===== src/rtl/control_fsm_if.sv =====
// Control bundle between the multicycle control FSM and its datapath.
// Latency: none, wires only.
// Backpressure: mem_ready from the memory side stalls the FSM in memory states.
interface control_fsm_if;
  // Instruction fields and status from the datapath
  logic [6:0] op;
  logic [2:0] funct3;
  logic       funct7b5;
  logic       zero;
  logic       mem_ready;

  // Control back to the datapath
  logic       PCWrite;
  logic       IRWrite;
  logic       RegWrite;
  logic       MemWrite;
  logic       AdrSrc;
  logic [1:0] ALUSrcA;
  logic [1:0] ALUSrcB;
  logic [1:0] ResultSrc;
  logic [2:0] ImmSrc;
  logic [2:0] ALUControl;
  logic       illegal;
  logic [3:0] state;

  // The FSM side
  modport master (
    input  op, funct3, funct7b5, zero, mem_ready,
    output PCWrite, IRWrite, RegWrite, MemWrite, AdrSrc,
           ALUSrcA, ALUSrcB, ResultSrc, ImmSrc, ALUControl, illegal, state
  );

  // The datapath side
  modport slave (
    output op, funct3, funct7b5, zero, mem_ready,
    input  PCWrite, IRWrite, RegWrite, MemWrite, AdrSrc,
           ALUSrcA, ALUSrcB, ResultSrc, ImmSrc, ALUControl, illegal, state
  );
endinterface


===== src/rtl/control_fsm.sv =====
// Multicycle RISC-V style control FSM (lw/sw/R/I-ALU/beq/jal/lui, trap on anything else).
// Latency: lw 5, sw/R/I/lui/jal 4, beq 3 cycles when memory is ready.
// Backpressure: mem_ready=0 holds FETCH, MEMREAD and MEMWRITE one extra cycle each.
module control_fsm (
  input  logic          clk,
  input  logic          rst_n,
  control_fsm_if.master bus
);

  typedef enum logic [3:0] {
    FETCH    = 4'd0,
    DECODE   = 4'd1,
    MEMADR   = 4'd2,
    MEMREAD  = 4'd3,
    MEMWB    = 4'd4,
    MEMWRITE = 4'd5,
    EXECR    = 4'd6,
    EXECI    = 4'd7,
    ALUWB    = 4'd8,
    BEQ      = 4'd9,
    JAL      = 4'd10,
    LUI      = 4'd11,
    TRAP     = 4'd12
  } state_t;

  localparam logic [6:0] OP_LW  = 7'b0000011;
  localparam logic [6:0] OP_SW  = 7'b0100011;
  localparam logic [6:0] OP_R   = 7'b0110011;
  localparam logic [6:0] OP_I   = 7'b0010011;
  localparam logic [6:0] OP_BEQ = 7'b1100011;
  localparam logic [6:0] OP_JAL = 7'b1101111;
  localparam logic [6:0] OP_LUI = 7'b0110111;

  state_t     state_q, state_d;
  logic [2:0] alu_fn;
  logic       pc_write, ir_write, reg_write, mem_write;

  // State register; reset lands in FETCH regardless of where we were
  always_ff @(posedge clk or negedge rst_n) begin
    if (!rst_n) state_q <= FETCH;
    else        state_q <= state_d;
  end

  // ALU function from funct3; subtract only for register-register with funct7b5
  always_comb begin
    alu_fn = 3'b000;
    case (bus.funct3)
      3'b000:  alu_fn = (bus.op == OP_R && bus.funct7b5) ? 3'b001 : 3'b000;
      3'b010:  alu_fn = 3'b101;
      3'b110:  alu_fn = 3'b011;
      3'b111:  alu_fn = 3'b010;
      default: alu_fn = 3'b000;
    endcase
  end

  // Immediate format depends only on the opcode, so it is valid in every state
  always_comb begin
    bus.ImmSrc = 3'b000;
    case (bus.op)
      OP_SW:   bus.ImmSrc = 3'b001;
      OP_BEQ:  bus.ImmSrc = 3'b010;
      OP_LUI:  bus.ImmSrc = 3'b011;
      OP_JAL:  bus.ImmSrc = 3'b100;
      default: bus.ImmSrc = 3'b000;
    endcase
  end

  // Next state and per-state control outputs
  always_comb begin
    state_d        = state_q;
    pc_write       = 1'b0;
    ir_write       = 1'b0;
    reg_write      = 1'b0;
    mem_write      = 1'b0;
    bus.AdrSrc     = 1'b0;
    bus.ALUSrcA    = 2'b00;
    bus.ALUSrcB    = 2'b00;
    bus.ResultSrc  = 2'b00;
    bus.ALUControl = 3'b000;
    bus.illegal    = 1'b0;
    case (state_q)
      FETCH: begin
        bus.ALUSrcB   = 2'b10;
        bus.ResultSrc = 2'b10;
        ir_write      = bus.mem_ready;
        pc_write      = bus.mem_ready;
        if (bus.mem_ready) state_d = DECODE;
      end
      DECODE: begin
        bus.ALUSrcA = 2'b01;
        bus.ALUSrcB = 2'b01;
        case (bus.op)
          OP_LW, OP_SW: state_d = MEMADR;
          OP_R:         state_d = EXECR;
          OP_I:         state_d = EXECI;
          OP_BEQ:       state_d = BEQ;
          OP_JAL:       state_d = JAL;
          OP_LUI:       state_d = LUI;
          default:      state_d = TRAP;
        endcase
      end
      MEMADR: begin
        bus.ALUSrcA = 2'b10;
        bus.ALUSrcB = 2'b01;
        state_d     = (bus.op == OP_LW) ? MEMREAD : MEMWRITE;
      end
      MEMREAD: begin
        bus.AdrSrc = 1'b1;
        if (bus.mem_ready) state_d = MEMWB;
      end
      MEMWB: begin
        bus.ResultSrc = 2'b01;
        reg_write     = 1'b1;
        state_d       = FETCH;
      end
      MEMWRITE: begin
        bus.AdrSrc = 1'b1;
        mem_write  = 1'b1;
        if (bus.mem_ready) state_d = FETCH;
      end
      EXECR: begin
        bus.ALUSrcA    = 2'b10;
        bus.ALUControl = alu_fn;
        state_d        = ALUWB;
      end
      EXECI: begin
        bus.ALUSrcA    = 2'b10;
        bus.ALUSrcB    = 2'b01;
        bus.ALUControl = alu_fn;
        state_d        = ALUWB;
      end
      ALUWB: begin
        reg_write = 1'b1;
        state_d   = FETCH;
      end
      BEQ: begin
        bus.ALUSrcA    = 2'b10;
        bus.ALUControl = 3'b001;
        pc_write       = bus.zero;
        state_d        = FETCH;
      end
      JAL: begin
        bus.ALUSrcA = 2'b01;
        bus.ALUSrcB = 2'b10;
        pc_write    = 1'b1;
        state_d     = ALUWB;
      end
      LUI: begin
        bus.ALUSrcA = 2'b11;
        bus.ALUSrcB = 2'b01;
        state_d     = ALUWB;
      end
      TRAP: begin
        bus.illegal = 1'b1;
      end
      default: state_d = FETCH;
    endcase
  end

  // Mask enables while reset is asserted; FETCH's Mealy outputs would otherwise follow mem_ready
  always_comb begin
    bus.PCWrite  = pc_write  & rst_n;
    bus.IRWrite  = ir_write  & rst_n;
    bus.RegWrite = reg_write & rst_n;
    bus.MemWrite = mem_write & rst_n;
    bus.state    = state_q;
  end

endmodule


===== src/flat_wrapper.sv =====
// flat-port wrapper written by rule: the top's interface ports become plain ports
module control_fsm_flat 
  (clk, rst_n, bus_op, bus_funct3, bus_funct7b5, bus_zero, bus_mem_ready, bus_PCWrite, bus_IRWrite, bus_RegWrite, bus_MemWrite, bus_AdrSrc, bus_ALUSrcA, bus_ALUSrcB, bus_ResultSrc, bus_ImmSrc, bus_ALUControl, bus_illegal, bus_state);
  control_fsm_if bus_i ();
  input  logic clk;
  input  logic rst_n;
  input wire logic [$bits(bus_i.op)-1:0] bus_op;
  input wire logic [$bits(bus_i.funct3)-1:0] bus_funct3;
  input wire logic [$bits(bus_i.funct7b5)-1:0] bus_funct7b5;
  input wire logic [$bits(bus_i.zero)-1:0] bus_zero;
  input wire logic [$bits(bus_i.mem_ready)-1:0] bus_mem_ready;
  output wire logic [$bits(bus_i.PCWrite)-1:0] bus_PCWrite;
  output wire logic [$bits(bus_i.IRWrite)-1:0] bus_IRWrite;
  output wire logic [$bits(bus_i.RegWrite)-1:0] bus_RegWrite;
  output wire logic [$bits(bus_i.MemWrite)-1:0] bus_MemWrite;
  output wire logic [$bits(bus_i.AdrSrc)-1:0] bus_AdrSrc;
  output wire logic [$bits(bus_i.ALUSrcA)-1:0] bus_ALUSrcA;
  output wire logic [$bits(bus_i.ALUSrcB)-1:0] bus_ALUSrcB;
  output wire logic [$bits(bus_i.ResultSrc)-1:0] bus_ResultSrc;
  output wire logic [$bits(bus_i.ImmSrc)-1:0] bus_ImmSrc;
  output wire logic [$bits(bus_i.ALUControl)-1:0] bus_ALUControl;
  output wire logic [$bits(bus_i.illegal)-1:0] bus_illegal;
  output wire logic [$bits(bus_i.state)-1:0] bus_state;
  assign bus_i.op = bus_op;
  assign bus_i.funct3 = bus_funct3;
  assign bus_i.funct7b5 = bus_funct7b5;
  assign bus_i.zero = bus_zero;
  assign bus_i.mem_ready = bus_mem_ready;
  assign bus_PCWrite = bus_i.PCWrite;
  assign bus_IRWrite = bus_i.IRWrite;
  assign bus_RegWrite = bus_i.RegWrite;
  assign bus_MemWrite = bus_i.MemWrite;
  assign bus_AdrSrc = bus_i.AdrSrc;
  assign bus_ALUSrcA = bus_i.ALUSrcA;
  assign bus_ALUSrcB = bus_i.ALUSrcB;
  assign bus_ResultSrc = bus_i.ResultSrc;
  assign bus_ImmSrc = bus_i.ImmSrc;
  assign bus_ALUControl = bus_i.ALUControl;
  assign bus_illegal = bus_i.illegal;
  assign bus_state = bus_i.state;
  control_fsm u_core (.clk(clk), .rst_n(rst_n), .bus(bus_i));
endmodule

===== config.mk =====
export PLATFORM = sky130hd
export DESIGN_NAME = control_fsm_flat
export DESIGN_NICKNAME = d
export VERILOG_FILES = /design/src/rtl/control_fsm_if.sv /design/src/rtl/control_fsm.sv /design/src/flat_wrapper.sv
export SDC_FILE = /design/constraint.sdc
export NUM_CORES = 1
export LEC_CHECK = 0
export BUFFER_PORTS_ARGS = -buffer_cell sky130_fd_sc_hd__buf_2
export CORE_MARGIN = 3
export CORE_UTILIZATION = 46
export CTS_BUF_LIST = sky130_fd_sc_hd__clkbuf_4
export DETAILED_ROUTE_END_ITERATION = 10
export GPL_TIMING_DRIVEN = 0
export PLACE_DENSITY = 0.82
export SETUP_SLACK_MARGIN = 0.5
export SLEW_MARGIN = 20
export SYNTH_ARGS = -nofsm -noshare
export SYNTH_HDL_FRONTEND = slang
export SYNTH_SLANG_ARGS = --single-unit

===== constraint.sdc =====
create_clock -name clk -period 2.1 [get_ports clk]
set_input_delay 0.525 -clock clk [delete_from_list [all_inputs] [get_ports clk]]
set_output_delay 0.525 -clock clk [all_outputs]
set_load 0.005 [all_outputs]

==> metrics.cfg, run 1 <==
[run_status]
status=stopped before the end
haltStage=clock tree synthesis
error=[ERROR DPL-0038] Utilization greater than 100%, impossible to legalize

[yosys]
yosysSeqAreaShare=0.1421
synth_ff_type=dfrtp_1
syn-cell-area_sq_um=704.4
yosysUniqueCellTypes=45
yosysTopAreaCellShare=0.1421
ys_ff_latch=4
syn_area_per_cell_sq_um=7.044
ys_warn_count=0
synthesis.nets=115
synth.area.top_cells=dfrtp_1, nor2b_1, a21oi_1
synth_top_cell_by_area=dfrtp_1
synth_cells=100
async_reset_ff_frac=1.000
synth_edf_count=0

[clock_network]
clock-sinks=4
ctsResizeCount=53
clockBufferDepth=2
cts_hold_buffers=0
htreeDepth=1
cts_setup_buffers=28
cts-root-buf=clkbuf_4
cts_made_buffers=3

[floorplan]
num_rows=13
start_util=0.5156
fp.dieH_um=45.13
die_x_um=45.13
ios=37

[placement]
gp_congestion=0.8906
dpl.hpwl_um=1696
io_buffers=32

## cells by family after synthesis
group,Yosys count,share of synthesized area
AO/OA/AOI/OAI,26,0.2380
multiplexers,2,0.03019
buffers and inverters,10,0.07994
flip-flops,4,0.1421
AND/OR/NAND/NOR,53,0.4476
XOR/XNOR,5,0.06216
## Yosys cell counts (2+ instances only)
cell      instances
nor2_1            6
clkbuf_1          2
xor2_1            4
a21oi_1           8
nand3_1           2
nor4_1            5
dfrtp_1           4
and2_1            2
a21o_1            2
and3_1            4
nor3_1            3
nor2b_1           8
buf_2             6
nand2b_1          4
o21ai_0           4
nand2_1           7
## through the flow
stage          instance area [sq um]  setup WS, ns  std cells
2_1_floorplan                  753.2        0.2782        100
3_3_place_gp                   932.1       0.08739        147
3_5_place_dp                   932.1       0.07781        147
==> run 2, diff against run 1 <==
--- a/config.mk
+++ b/config.mk
@@ -6,13 +6,11 @@
 export NUM_CORES = 1
 export LEC_CHECK = 0
 export BUFFER_PORTS_ARGS = -buffer_cell sky130_fd_sc_hd__buf_2
-export CORE_MARGIN = 3
-export CORE_UTILIZATION = 46
-export CTS_BUF_LIST = sky130_fd_sc_hd__clkbuf_4
+export CORE_AREA = 3 3 64 66
 export DETAILED_ROUTE_END_ITERATION = 10
+export DIE_AREA = 0 0 67 69
 export GPL_TIMING_DRIVEN = 0
-export PLACE_DENSITY = 0.82
-export SETUP_SLACK_MARGIN = 0.5
+export PLACE_DENSITY_LB_ADDON = 0.15
 export SLEW_MARGIN = 20
 export SYNTH_ARGS = -nofsm -noshare
 export SYNTH_HDL_FRONTEND = slang
==> run 2 against run 1 <==
  * The run now ends clean
  * Area after synthesis unchanged
  * Synthesized cell count unchanged
==> metrics.cfg, run 2 <==
[run_status]
status=completed

[finish]
area_growth_pct=46.36
largest_reg_flops=4
nNetsFinal=152
final_common_cell=buf_2
final_cell_mix=buf_2, a21oi_1, nor2b_1
final_area_sq_um=1031
n_antenna_cell=0
drive_gt1_frac=0.4074
instances_no_fill=183

[yosys]
synth_edf_count=0  ; unchanged
synth.area.top_cells=dfrtp_1, nor2b_1, a21oi_1
async_reset_ff_frac=1.000  ; unchanged
yosysSeqAreaShare=0.1421  ; unchanged
syn_area_per_cell_sq_um=7.044  ; unchanged
ys_warn_count=0  ; unchanged
synth_top_cell_by_area=dfrtp_1
synthesis.nets=115  ; unchanged
synthTopCellsByCount=a21oi_1, nor2b_1, nand2_1
synth_ff_type=dfrtp_1
yosysTopAreaCellShare=0.1421  ; unchanged
ys_ff_latch=4  ; unchanged
yosysUniqueCellTypes=45  ; unchanged
synth_cells=100  ; unchanged
syn-cell-area_sq_um=704.4  ; unchanged

[drt]
via_per_inst=4.628
wl_um=2318
drtIter0Drc=19
via_count=847
drc=0
wl_per_cell_um=12.67
postRouteAntennaNets=0
first_pass_iters=4

[setup_path]
arrival_ns=1.50
crit_family=simple AND/OR/NAND/NOR gates
reg2regPathDepth=4
critical_path_required_ns=1.57
crit_fanout=10
slowest_stage=dfrtp_2
critPathBufInv=2
path_cells=buf_6, nor2b_4, nand2_1, nor4b_1, buf_2
worst_setup_path_start_kind=flip-flop
r2r_start=u_core.bus.state[0]
worstSetupPathType=reg -> out
critPathMaxStageDelay_ns=0.44
r2r_end=u_core.bus.state[2]
ff2ff_setup_slack_ns=0.54
end_kind=output port

[floorplan]
fp.dieH_um=69  ; +53%
num_rows=22  ; +9
dieArea_sq_um=4623
ios=37  ; unchanged
die_x_um=67  ; +48%
core_sq_um=3633
start_util=0.1939  ; -0.3217

[global_routing]
grt_use_met2=0.1703
grt_pass1_wl_um=4002
grt_pass1_vias=839
grt_usage=0.1065
grt.overflow.total=0
grt_use_met1=0.1486
top_usage_layer=met2
grt_max_degree=11
antenna_found_initial=0
grtUsageMet3=0.02280

[sta]
period_needed_ns=2.029
hold_viol=0
clock_skew_ns=0.002728
final-setup-viol-count=0
fin_crit_sh=0.9662
final_max_slew_viol_count=0
tightest_slew_ns=0.2861
rsz0062_at_grt=yes
setup_slack_ns=0.07105
fmax_ghz=0.4929
relSlewSlack=0.8062

[placement]
dpl.hpwl_um=1870  ; +10%
placed_cell_area_sq_um=924.6  ; -0.81%
io_buffers=32  ; unchanged
gp_congestion=0.8009  ; -10%
dp_slack_ns=-0.2143  ; -0.2921 ns
placed_cells=180  ; +22%

[flow_run]
maxCapViolations=0

[clock_network]
htreeDepth=1  ; unchanged
clock-sinks=4  ; unchanged
clk_pin_slew_ns=0.03
cts_tree=done
cts_made_buffers=3  ; unchanged
clk_latency_ns=0.21
clockBufferDepth=2  ; unchanged
cts-root-buf=clkbuf_8
cts_hold_buffers=0  ; unchanged

[pwr]
p_leak_nw=0.4932
power.density_nw_per_um2=861.8
total_power_w=0.0008885
vdd_drop_max_mv=0.4750

[worst_hold_path]
hold_path_class=in -> async

## run 2: cell counts after synthesis
Identical to the previous run, type by type.
## run 2: final cells by class
| cell class | instances | area (sq um) |
|---|---|---|
| well taps | 48 | 60.06 |
| fillers | 440 | 2603 |
| multi-input cells | 86 | 585.6 |
| plain buffers | 9 | 67.56 |
| repair buffers | 33 | 172.7 |
| flip-flops and latches | 4 | 103.9 |
| clock buffers | 3 | 41.29 |
## run 2: worst max-delay path by stage
stage                        end  cells after the start  slack (ns)                 from
2_1_floorplan  bus_ALUControl[0]                      4        0.15            bus_op[3]
3_3_place_gp   bus_ALUControl[0]                      5       -0.21            bus_op[2]
3_5_place_dp   bus_ALUControl[0]                      5       -0.21            bus_op[2]
4_1_cts        bus_ALUControl[2]                      5        0.02  u_core.bus.state[2]
5_1_grt        bus_ALUControl[2]                      5      -0.001  u_core.bus.state[2]
6_report       bus_ALUControl[2]                      5        0.07  u_core.bus.state[2]
## run 2: per-stage QoR
stage / TNS, ns / hold slack, ns / utilization
2_1_floorplan: 0 / 0.2294 / -
3_3_place_gp: -0.2053 / 0.3676 / 0.2545
3_5_place_dp: -0.2143 / 0.3643 / 0.2545
4_1_cts: 0 / 0.1393 / 0.2724
5_1_grt: -0.002698 / 0.1462 / 0.2837
6_report: 0 / 0.1419 / 0.2837
## run 2: power breakdown
part	internal [W]	leakage (nW)	switching [W]
registers	0.000106	0.0486	0.0000571
logic	0.000279	0.423	0.000291
clock network	0.000122	0.0216	0.0000335
## run 2: worst register-to-register path, cell delays in order (launching register included)
cell      delay [ns]
dfrtp_2         0.46
or3_4           0.34
or3_1           0.30
a21oi_1         0.17
o311ai_1        0.14
## run 2: logic make-up (layout without fill, tap and decap cells)
kind of cell / count (synthesis) / count (layout) / share of synthesized area
buf+inv: 10 / 45 / 0.07994
xor+xnor: 5 / 5 / 0.06216
compound gates: 26 / 26 / 0.2380
flops: 4 / 4 / 0.1421
simple gates: 53 / 53 / 0.4476
mux: 2 / 2 / 0.03019
## run 2: layer usage
| layer | up-vias | routed length, um | part of all wire |
|---|---|---|---|
| met5 | - | 0 | 0 |
| met3 | 0 | 136 | 0.059 |
| met1 | 387 | 1113 | 0.48 |
| li1 | 442 | - | - |
| met2 | 18 | 1068 | 0.46 |
| met4 | 0 | 0 | 0 |
## run 2: repair_timing
item                       CTS  global route
pin swaps                    0             2
setup buffers                0             1
setup endpoints to repair   10             5
gates resized for setup      8            12
(Power assumes the default switching activity.)
